===== src/rtl/rbs_serial_if.sv =====
// rbs_serial_if: start/busy/done handshake and data bus for the serial subtractor.
//   start, operand_a, operand_b : requester -> subtractor
//   busy, done, result, borrow_out, flags : subtractor -> requester
// The master modport is the requesting side; the slave modport is the subtractor.
interface rbs_serial_if #(
    parameter int unsigned WIDTH = 32
);
    logic             start;
    logic [WIDTH-1:0] operand_a;
    logic [WIDTH-1:0] operand_b;
    logic             busy;
    logic             done;
    logic [WIDTH-1:0] result;
    logic             borrow_out;
    logic [3:0]       flags;

    modport master (
        output start,
        output operand_a,
        output operand_b,
        input  busy,
        input  done,
        input  result,
        input  borrow_out,
        input  flags
    );

    modport slave (
        input  start,
        input  operand_a,
        input  operand_b,
        output busy,
        output done,
        output result,
        output borrow_out,
        output flags
    );
endinterface


===== src/rtl/rbs_serial.sv =====
// rbs_serial: multi-cycle ripple-borrow subtractor, result = operand_a - operand_b.
// Processes BITS_PER_CYCLE bits per clock, LSB chunk first, and reports the flags
// word {N, Z, B, V} in the same layout as the companion ripple-carry adder.
// Ports:
//   CLK  : clock, rising edge
//   RST  : asynchronous active-high reset
//   bus  : rbs_serial_if slave modport (start/operands in; busy/done/result/borrow_out/flags out)
module rbs_serial #(
    parameter int unsigned WIDTH          = 32,
    parameter int unsigned BITS_PER_CYCLE = 1
) (
    input logic         CLK,
    input logic         RST,
    rbs_serial_if.slave bus
);
    localparam int unsigned NCHUNK = WIDTH / BITS_PER_CYCLE;
    localparam int unsigned CW     = (NCHUNK > 1) ? $clog2(NCHUNK) : 1;
    localparam logic [CW-1:0] LAST_CHUNK = CW'(NCHUNK - 1);

    localparam logic [1:0] ST_IDLE = 2'd0;
    localparam logic [1:0] ST_RUN  = 2'd1;
    localparam logic [1:0] ST_DONE = 2'd2;

    generate
        if (BITS_PER_CYCLE == 0 || BITS_PER_CYCLE > WIDTH || (WIDTH % BITS_PER_CYCLE) != 0)
        begin : g_bad_chunk
            $error("rbs_serial: BITS_PER_CYCLE must divide WIDTH");
        end
    endgenerate

    logic [1:0]       state_q, state_d;
    logic [WIDTH-1:0] a_q, b_q, diff_q;
    logic             borrow_q;
    logic [CW-1:0]    count_q;
    logic             a_msb_q, b_msb_q;
    logic [WIDTH-1:0] result_q;
    logic             bout_q;
    logic [3:0]       flags_q;

    logic                      accept;
    logic                      last_chunk;
    logic [BITS_PER_CYCLE:0]   chunk_ext;
    logic [WIDTH-1:0]          diff_next;
    logic                      borrow_next;
    logic [3:0]                flags_next;

    assign accept     = bus.start && (state_q == ST_IDLE || state_q == ST_DONE);
    assign last_chunk = (state_q == ST_RUN) && (count_q == LAST_CHUNK);

    // Zero-extended subtraction: the extra top bit is set exactly when the chunk borrows.
    assign chunk_ext = {1'b0, a_q[BITS_PER_CYCLE-1:0]}
                     - {1'b0, b_q[BITS_PER_CYCLE-1:0]}
                     - {{BITS_PER_CYCLE{1'b0}}, borrow_q};
    assign borrow_next = chunk_ext[BITS_PER_CYCLE];

    // New chunk enters at the top; after NCHUNK steps the LSB chunk has reached bit 0.
    assign diff_next = (diff_q >> BITS_PER_CYCLE)
                     | (WIDTH'(chunk_ext[BITS_PER_CYCLE-1:0]) << (WIDTH - BITS_PER_CYCLE));

    // Operand signs are kept aside because a_q/b_q are shifted away during RUN.
    always_comb begin
        flags_next    = 4'b0000;
        flags_next[3] = diff_next[WIDTH-1];
        flags_next[2] = ~|diff_next;
        flags_next[1] = borrow_next;
        flags_next[0] = (a_msb_q != b_msb_q) && (diff_next[WIDTH-1] != a_msb_q);
    end

    always_comb begin
        state_d = state_q;
        case (state_q)
            ST_IDLE: if (accept) state_d = ST_RUN;
            ST_RUN:  if (last_chunk) state_d = ST_DONE;
            ST_DONE: state_d = accept ? ST_RUN : ST_IDLE;
            default: state_d = ST_IDLE;
        endcase
    end

    always_ff @(posedge CLK or posedge RST) begin
        if (RST) begin
            state_q  <= ST_IDLE;
            a_q      <= '0;
            b_q      <= '0;
            diff_q   <= '0;
            borrow_q <= 1'b0;
            count_q  <= '0;
            a_msb_q  <= 1'b0;
            b_msb_q  <= 1'b0;
            result_q <= '0;
            bout_q   <= 1'b0;
            flags_q  <= 4'b0000;
        end else begin
            state_q <= state_d;
            if (accept) begin
                a_q      <= bus.operand_a;
                b_q      <= bus.operand_b;
                a_msb_q  <= bus.operand_a[WIDTH-1];
                b_msb_q  <= bus.operand_b[WIDTH-1];
                diff_q   <= '0;
                borrow_q <= 1'b0;
                count_q  <= '0;
            end else if (state_q == ST_RUN) begin
                a_q      <= a_q >> BITS_PER_CYCLE;
                b_q      <= b_q >> BITS_PER_CYCLE;
                diff_q   <= diff_next;
                borrow_q <= borrow_next;
                count_q  <= count_q + 1'b1;
                if (last_chunk) begin
                    result_q <= diff_next;
                    bout_q   <= borrow_next;
                    flags_q  <= flags_next;
                end
            end
        end
    end

    assign bus.busy       = (state_q == ST_RUN);
    assign bus.done       = (state_q == ST_DONE);
    assign bus.result     = result_q;
    assign bus.borrow_out = bout_q;
    assign bus.flags      = flags_q;
endmodule


===== src/flat_wrapper.sv =====
// flat-port wrapper written by rule: the top's interface ports become plain ports
module rbs_serial_flat 
#(
    parameter int unsigned WIDTH          = 32,
    parameter int unsigned BITS_PER_CYCLE = 1
)
  (CLK, RST, bus_start, bus_operand_a, bus_operand_b, bus_busy, bus_done, bus_result, bus_borrow_out, bus_flags);
  rbs_serial_if #(.WIDTH(WIDTH)) bus_i ();
  input logic CLK;
  input logic RST;
  input wire logic [$bits(bus_i.start)-1:0] bus_start;
  input wire logic [$bits(bus_i.operand_a)-1:0] bus_operand_a;
  input wire logic [$bits(bus_i.operand_b)-1:0] bus_operand_b;
  output wire logic [$bits(bus_i.busy)-1:0] bus_busy;
  output wire logic [$bits(bus_i.done)-1:0] bus_done;
  output wire logic [$bits(bus_i.result)-1:0] bus_result;
  output wire logic [$bits(bus_i.borrow_out)-1:0] bus_borrow_out;
  output wire logic [$bits(bus_i.flags)-1:0] bus_flags;
  assign bus_i.start = bus_start;
  assign bus_i.operand_a = bus_operand_a;
  assign bus_i.operand_b = bus_operand_b;
  assign bus_busy = bus_i.busy;
  assign bus_done = bus_i.done;
  assign bus_result = bus_i.result;
  assign bus_borrow_out = bus_i.borrow_out;
  assign bus_flags = bus_i.flags;
  rbs_serial #(.WIDTH(WIDTH), .BITS_PER_CYCLE(BITS_PER_CYCLE)) u_core (.CLK(CLK), .RST(RST), .bus(bus_i));
endmodule

===== config.mk =====
export PLATFORM = sky130hd
export DESIGN_NAME = rbs_serial_flat
export DESIGN_NICKNAME = d
export VERILOG_FILES = /design/src/rtl/rbs_serial_if.sv /design/src/rtl/rbs_serial.sv /design/src/flat_wrapper.sv
export SDC_FILE = /design/constraint.sdc
export NUM_CORES = 1
export LEC_CHECK = 0
export ABC_AREA = 1
export BUFFER_PORTS_ARGS = -buffer_cell sky130_fd_sc_hd__buf_2
export CORE_AREA = 2 2 105 117
export CTS_BUF_LIST = sky130_fd_sc_hd__clkbuf_4 sky130_fd_sc_hd__clkbuf_8
export CTS_CLUSTER_SIZE = 10
export DETAILED_ROUTE_END_ITERATION = 10
export DIE_AREA = 0 0 107 119
export HOLD_SLACK_MARGIN = 0.08
export PLACE_DENSITY = 0.72
export SLEW_MARGIN = 5
export SYNTH_ARGS = -nofsm -noshare
export SYNTH_HDL_FRONTEND = slang
export SYNTH_SLANG_ARGS = --single-unit
export TNS_END_PERCENT = 10

===== constraint.sdc =====
create_clock -name CLK -period 7 [get_ports CLK]
set_input_delay 0 -clock CLK [delete_from_list [all_inputs] [get_ports CLK]]
set_output_delay 0 -clock CLK [all_outputs]
set_load 0.02 [all_outputs]

; Word-level counts from Yosys, hierarchy flattened
; Cells that the tools add are included.
; Widths: inputs -> output; s select.
[word_totals]
regBits = 143
input_bits = 67
out_inout_bits = 39
elab_cells = 47
[op_classes]
n_addsub = 3
n_eq_ne = 7
n_mux = 14
bitwise = 2
reduce_logical = 10
[ops]
columns = operator, count
row1 = $mux 32, 6
row2 = $or 31x32->32, 1
row3 = $reduce_or 32->1, 1
row4 = $mux 5, 2
row5 = $pmux 2 s3, 1
row6 = $add 5x1->5 const B, 1
row7 = $eq 5x5->1 const B, 1
row8 = $mux 2, 2
row9 = $ne 2x1->1 const B, 2
row10 = $logic_and 1x1->1, 3
row11 = $mux 1, 3
row12 = $reduce_and 3->1, 1
row13 = $eq 2x1->1 const B, 1
row14 = $eq 2x2->1 const B, 1
row15 = $logic_not 2->1, 1
row16 = $ne 1x1->1, 2
row17 = $reduce_and 2->1, 1
row18 = $reduce_bool 2->1, 1
row19 = $sub 1x1->2, 1
row20 = $sub 2x1->2, 1
row21 = $logic_not 1->1, 1
row22 = $logic_or 1x1->1, 1
row23 = $not 1->1, 1

; Longest topological paths before layout
[depth]
depth_word = 5
ltp_mapped = 9
mapped_depth_nobuf = 8

; Least setup slack after synthesis
; OpenSTA, ideal clock, no wires.
[synth_timing]
path_type = reg-to-reg
start = register u_core.count_q[0]
end = register u_core.flags_q[2] (netlist: u_core.bus.flags[2])
setup_time_ps = 124
t_arrival_ps = 1411
t_required_ps = 6876
slack_ps = 5465
path_stages_with_launch = 10
path_buffers = 1
period_less_slack_ps = 1535
cell_sequence = dfrtp_1 > ha_1 > nand2_1 > nor2_1 > ha_1 > nand3_1 > buf_2 > nor2_1 > nand3_1 > o21bai_1
[synth_between]
elab_chain_cells = 3
[synth_lines]
columns = item, line
row1 = start: declaration, rbs_serial.sv:34  ; logic [CW-1:0] count_q;
row2 = start signal: assignment, rbs_serial.sv:107  ; count_q <= count_q + 1'b1;
row3 = $eq 5x5->1, rbs_serial.sv:48  ; assign last_chunk = (state_q == ST_RUN) && (count_q == LAST_CHUNK);
row4 = $logic_and 1x1->1, rbs_serial.sv:48
row5 = $reduce_and 3->1 (no source line), --
row6 = end signal: assignment, rbs_serial.sv:111  ; flags_q <= flags_next;
row7 = end: declaration, rbs_serial.sv:38  ; logic [3:0] flags_q;
; Every way passes these cells.
; A chain may end at the register's enable or synchronous reset.

; Worst setup path after layout
[layout_timing]
start = register u_core.state_q[0]
end = register u_core.b_q[7]
[layout_between]
elab_chain_cells = 4
elab_cells_between_ends = 7
cone_classes = eq/ne (2) / mux (1) / reduce/logical (4)
[layout_lines]
columns = item, line
row1 = start: declaration, rbs_serial.sv:31  ; logic [1:0] state_q, state_d;
row2 = start signal: assignment, rbs_serial.sv:93  ; state_q <= state_d;
row3 = $eq 2x2->1 or $logic_not 2->1 (tied branches), rbs_serial.sv:47  ; assign accept = bus.start && (state_q == ST_IDLE || state_q == ST_DONE);
row4 = $logic_or 1x1->1, rbs_serial.sv:47
row5 = $logic_and 1x1->1, rbs_serial.sv:47
row6 = $mux 32 or $reduce_bool 2->1 (tied branches), --
row7 = end signal: assignment, rbs_serial.sv:96  ; b_q <= bus.operand_b;
row8 = end signal: assignment, rbs_serial.sv:104  ; b_q <= b_q >> BITS_PER_CYCLE;
row9 = end: declaration, rbs_serial.sv:32  ; logic [WIDTH-1:0] a_q, b_q, diff_q;
; Several ways; a longest one is shown, not always the timed one.

==> impl_metrics.env <==
export IMPL_maxCapViolCount=0
export IMPL_crit_path_start_kind="flop"
export IMPL_cts_tree="done"
export IMPL_ys_async_sr_fraction=1.00
export IMPL_drc=0
export IMPL_worstPathArrival_ns=2.94
export IMPL_finClkSkew_ns=0.0100
export IMPL_power_density_nw_per_um2=449
export IMPL_synth_top_flop_cell="dfrtp_1"
export IMPL_grtUsageTotal=0.208
export IMPL_vias=4503
export IMPL_syn_to_final_growth_pct=30.0
export IMPL_cpPeakStageDelay_ns=0.76
export IMPL_synth_nets=643
export IMPL_hpwl_um=7210
export IMPL_critical_path_class="flop to flop"
export IMPL_drt_total_wl_um=12300
export IMPL_post_route_min_period_ns=2.63
export IMPL_tightestPinTransition_ns=1.03
export IMPL_cts_made_buffers=17
export IMPL_first_pass_iters=5
export IMPL_place_congestion=0.774
export IMPL_synth_edf_count=0
export IMPL_dp_cells=799
export IMPL_setup_viol=0
export IMPL_clockBufferDepth=2
export IMPL_synth_xor_area_frac=0
export IMPL_synthDominantCellAreaShare=0.618
export IMPL_layout_drive_gt1_share=0.198
export IMPL_required_ns=7.30
export IMPL_port_buffer_count=105
export IMPL_wl_per_cell_um=13.7
export IMPL_synth_top_family_by_area="compound AO/OA/AOI/OAI gates"
export IMPL_multi_input_area_sq_um=1610
export IMPL_min_path_type="input pin to asynchronous set/reset pin"
export IMPL_endpoint_kind="flop"
export IMPL_ys_warnings_count=0
export IMPL_cts_resized=0
export IMPL_htree_levels=4
export IMPL_row_count=42
export IMPL_postSynthCellCount=573
export IMPL_syn_area_sq_um=5670
export IMPL_die_x_um=107
export IMPL_leakage_nw=3.53
export IMPL_final_nets=799
export IMPL_postSynthAreaPerCell_sq_um=9.89
export IMPL_grt_first_pass_wirelength_um=21200
export IMPL_fin_tns_setup_ns=0
export IMPL_min_period_over_period=0.376
export IMPL_detail_route_antenna_nets=0
export IMPL_ys_seq_elements=140
export IMPL_grt_pass1_vias=4661
export IMPL_clock_root_buffer="clkbuf_8"
export IMPL_drt_iter0_drc=249
export IMPL_hold_viol=0
export IMPL_crit_fanout=98
export IMPL_yosysSeqAreaShare=0.618
export IMPL_synth_compound_area_frac=0.175
export IMPL_fmax_ghz=0.380
export IMPL_cts_sinks=140
export IMPL_fillers=964
export IMPL_grt_max_degree=99
export IMPL_rsz0062_at_grt="no"
export IMPL_cp_cell_sequence="nand2_4 > nand2_4 > o221ai_1"
export IMPL_clk_latency_ns=0.43
export IMPL_grt_ovfl_total=0
export IMPL_crit_top_cell="nand2_4"
export IMPL_die_h_um=119
export IMPL_yosysMostFrequentCell="dfrtp_1"
export IMPL_ioPinCount=106
export IMPL_start_util=0.484
export IMPL_dieArea_sq_um=12700
export IMPL_yosys_area_share_simple=0.0976
export IMPL_run_status="finished clean"
export IMPL_irDropWorstVdd_mv=0.217
export IMPL_cp_slowest_cell="nand2_4"
export IMPL_synth_common_cells="140 x dfrtp_1, 116 x nand2_1, 104 x inv_1, 60 x o221ai_1, 38 x o21ai_0"
export IMPL_netlist_cell_type_count=24
export IMPL_finalNonFillerCells=895
export IMPL_vias_per_cell=5.03
export IMPL_slew_headroom=0.312
export IMPL_drv_slew=0
export IMPL_yosys_area_share_adder=0.00795
export IMPL_n_antenna_cell=0
export IMPL_regArea_sq_um=3500
export IMPL_coreArea_sq_um=11700
export IMPL_antenna_found_initial=0
export IMPL_clk_pin_slew_ns=0.07
export IMPL_yosys_area_top_type="dfrtp_1"
export IMPL_synthTopCellsByArea="dfrtp_1 62%, o221ai_1 9.3%, nand2_1 7.7%, inv_1 6.9%, o21ai_0 3.4%"
export IMPL_muxShareOfSynthArea=0
critical path, delay by kind of cell (launching register included):
| kind | cells | cell delay (ns) |
|---|---|---|
| compound gates | 1 | 0.49 |
| flops | 1 | 0.46 |
| simple gates | 2 | 1.50 |
placed cells by master (no fill, tap or decap), drive strengths merged:
cell type | Yosys | layout
a21boi | 1 | 1
a21oi | 3 | 3
a22o | 1 | 1
buf | 23 | 108
bufinv | 0 | 5
clkbuf | 13 | 20
clkinv | 0 | 4
clkinvlp | 0 | 2
dfrtp | 140 | 140
dlygate4sd3 | 0 | 65
fa | 1 | 1
ha | 2 | 2
inv | 107 | 107
nand2 | 117 | 117
nand3 | 6 | 6
nor2 | 21 | 21
o211ai | 1 | 1
o21ai | 45 | 45
o21bai | 1 | 1
o221ai | 60 | 60
o22ai | 30 | 30
o31ai | 1 | 1
cell families (layout without fill, tap and decap cells):
logic type / after synthesis / in the layout
and+or+nand+nor: 144 / 144
adders and majority gates: 3 / 3
AOI/OAI and AO/OA: 143 / 143
DFF: 140 / 140
buffers and inverters: 143 / 311
routing by layer:
layer / GRT usage / vias to the layer above / wire, um
met4: 0.0649 / 0 / 218
met1: 0.264 / 2148 / 5320
met2: 0.349 / 124 / 6120
li1: - / 2211 / -
met5: 0 / - / 0
met3: 0.0542 / 20 / 617
metrics by stage:
| stage | hold WS, ns | instance area, sq um | util | power, W | worst slack, ns |
|---|---|---|---|---|---|
| detailed placement | 0.115 | 6260 | 0.534 | 0.00256 | 4.44 |
| floorplan | 0.127 | 5670 | - | 0.00225 | 3.25 |
| finish | 0.194 | 7370 | 0.629 | 0.00331 | 4.37 |
| global placement | 0.111 | 6260 | 0.534 | 0.00249 | 4.52 |
| CTS | 0.198 | 7370 | 0.629 | 0.00332 | 4.43 |
| global route | 0.238 | 7370 | 0.629 | 0.00356 | 4.08 |
area by class of cell:
type,instances,share of cell area
clock inverter,11,0.0261
clock buffer,20,0.0357
tap,154,0.0261
multi-input combinational,290,0.219
sequential,140,0.475
inverter,107,0.0552
timing repair buffer,173,0.163
path summary, 6_finish.rpt:
check	from	slack [ns]	to	cells after the start
setup / recovery	u_core.state_q[0]$_DFFE_PP0P_	4.37	u_core.b_q[7]$_DFFE_PP0P_	3
max in group asynchronous	RST	5.48	u_core.a_q[12]$_DFFE_PP0P_	4
setup reg to reg	u_core.state_q[0]$_DFFE_PP0P_	4.37	u_core.b_q[7]$_DFFE_PP0P_	3
hold / removal	RST	0.19	u_core.bus.result[5]$_DFFE_PP0P_	3
hold reg to reg	u_core.bus.result[10]$_DFFE_PP0P_	0.48	u_core.bus.result[10]$_DFFE_PP0P_	2
min in group CLK	bus_operand_b[14]	0.32	u_core.b_q[14]$_DFFE_PP0P_	4
sequential cells by signal, indices dropped and copies added (netlist names):
signal / count
u_core.a_q: 32
u_core.b_q: 32
u_core.bus.result: 32
u_core.diff_q: 31
u_core.count_q: 5
u_core.bus.flags: 3
u_core.state_q: 2
u_core.a_msb_q: 1
u_core.b_msb_q: 1
u_core.borrow_q: 1
what timing repair did:
action / CTS / global route
endpoints found under the hold margin: 133 / 0
setup buffers: 0 / 0
hold buffers: 65 / 0
power by group:
group	total (W)	leakage [nW]	switching (W)	internal [W]
registers	0.00132	1.66	0.000146	0.00118
logic	0.00125	1.65	0.000792	0.000459
clock network	0.000734	0.226	0.000294	0.000440
Power figures use the tool's default switching activity.
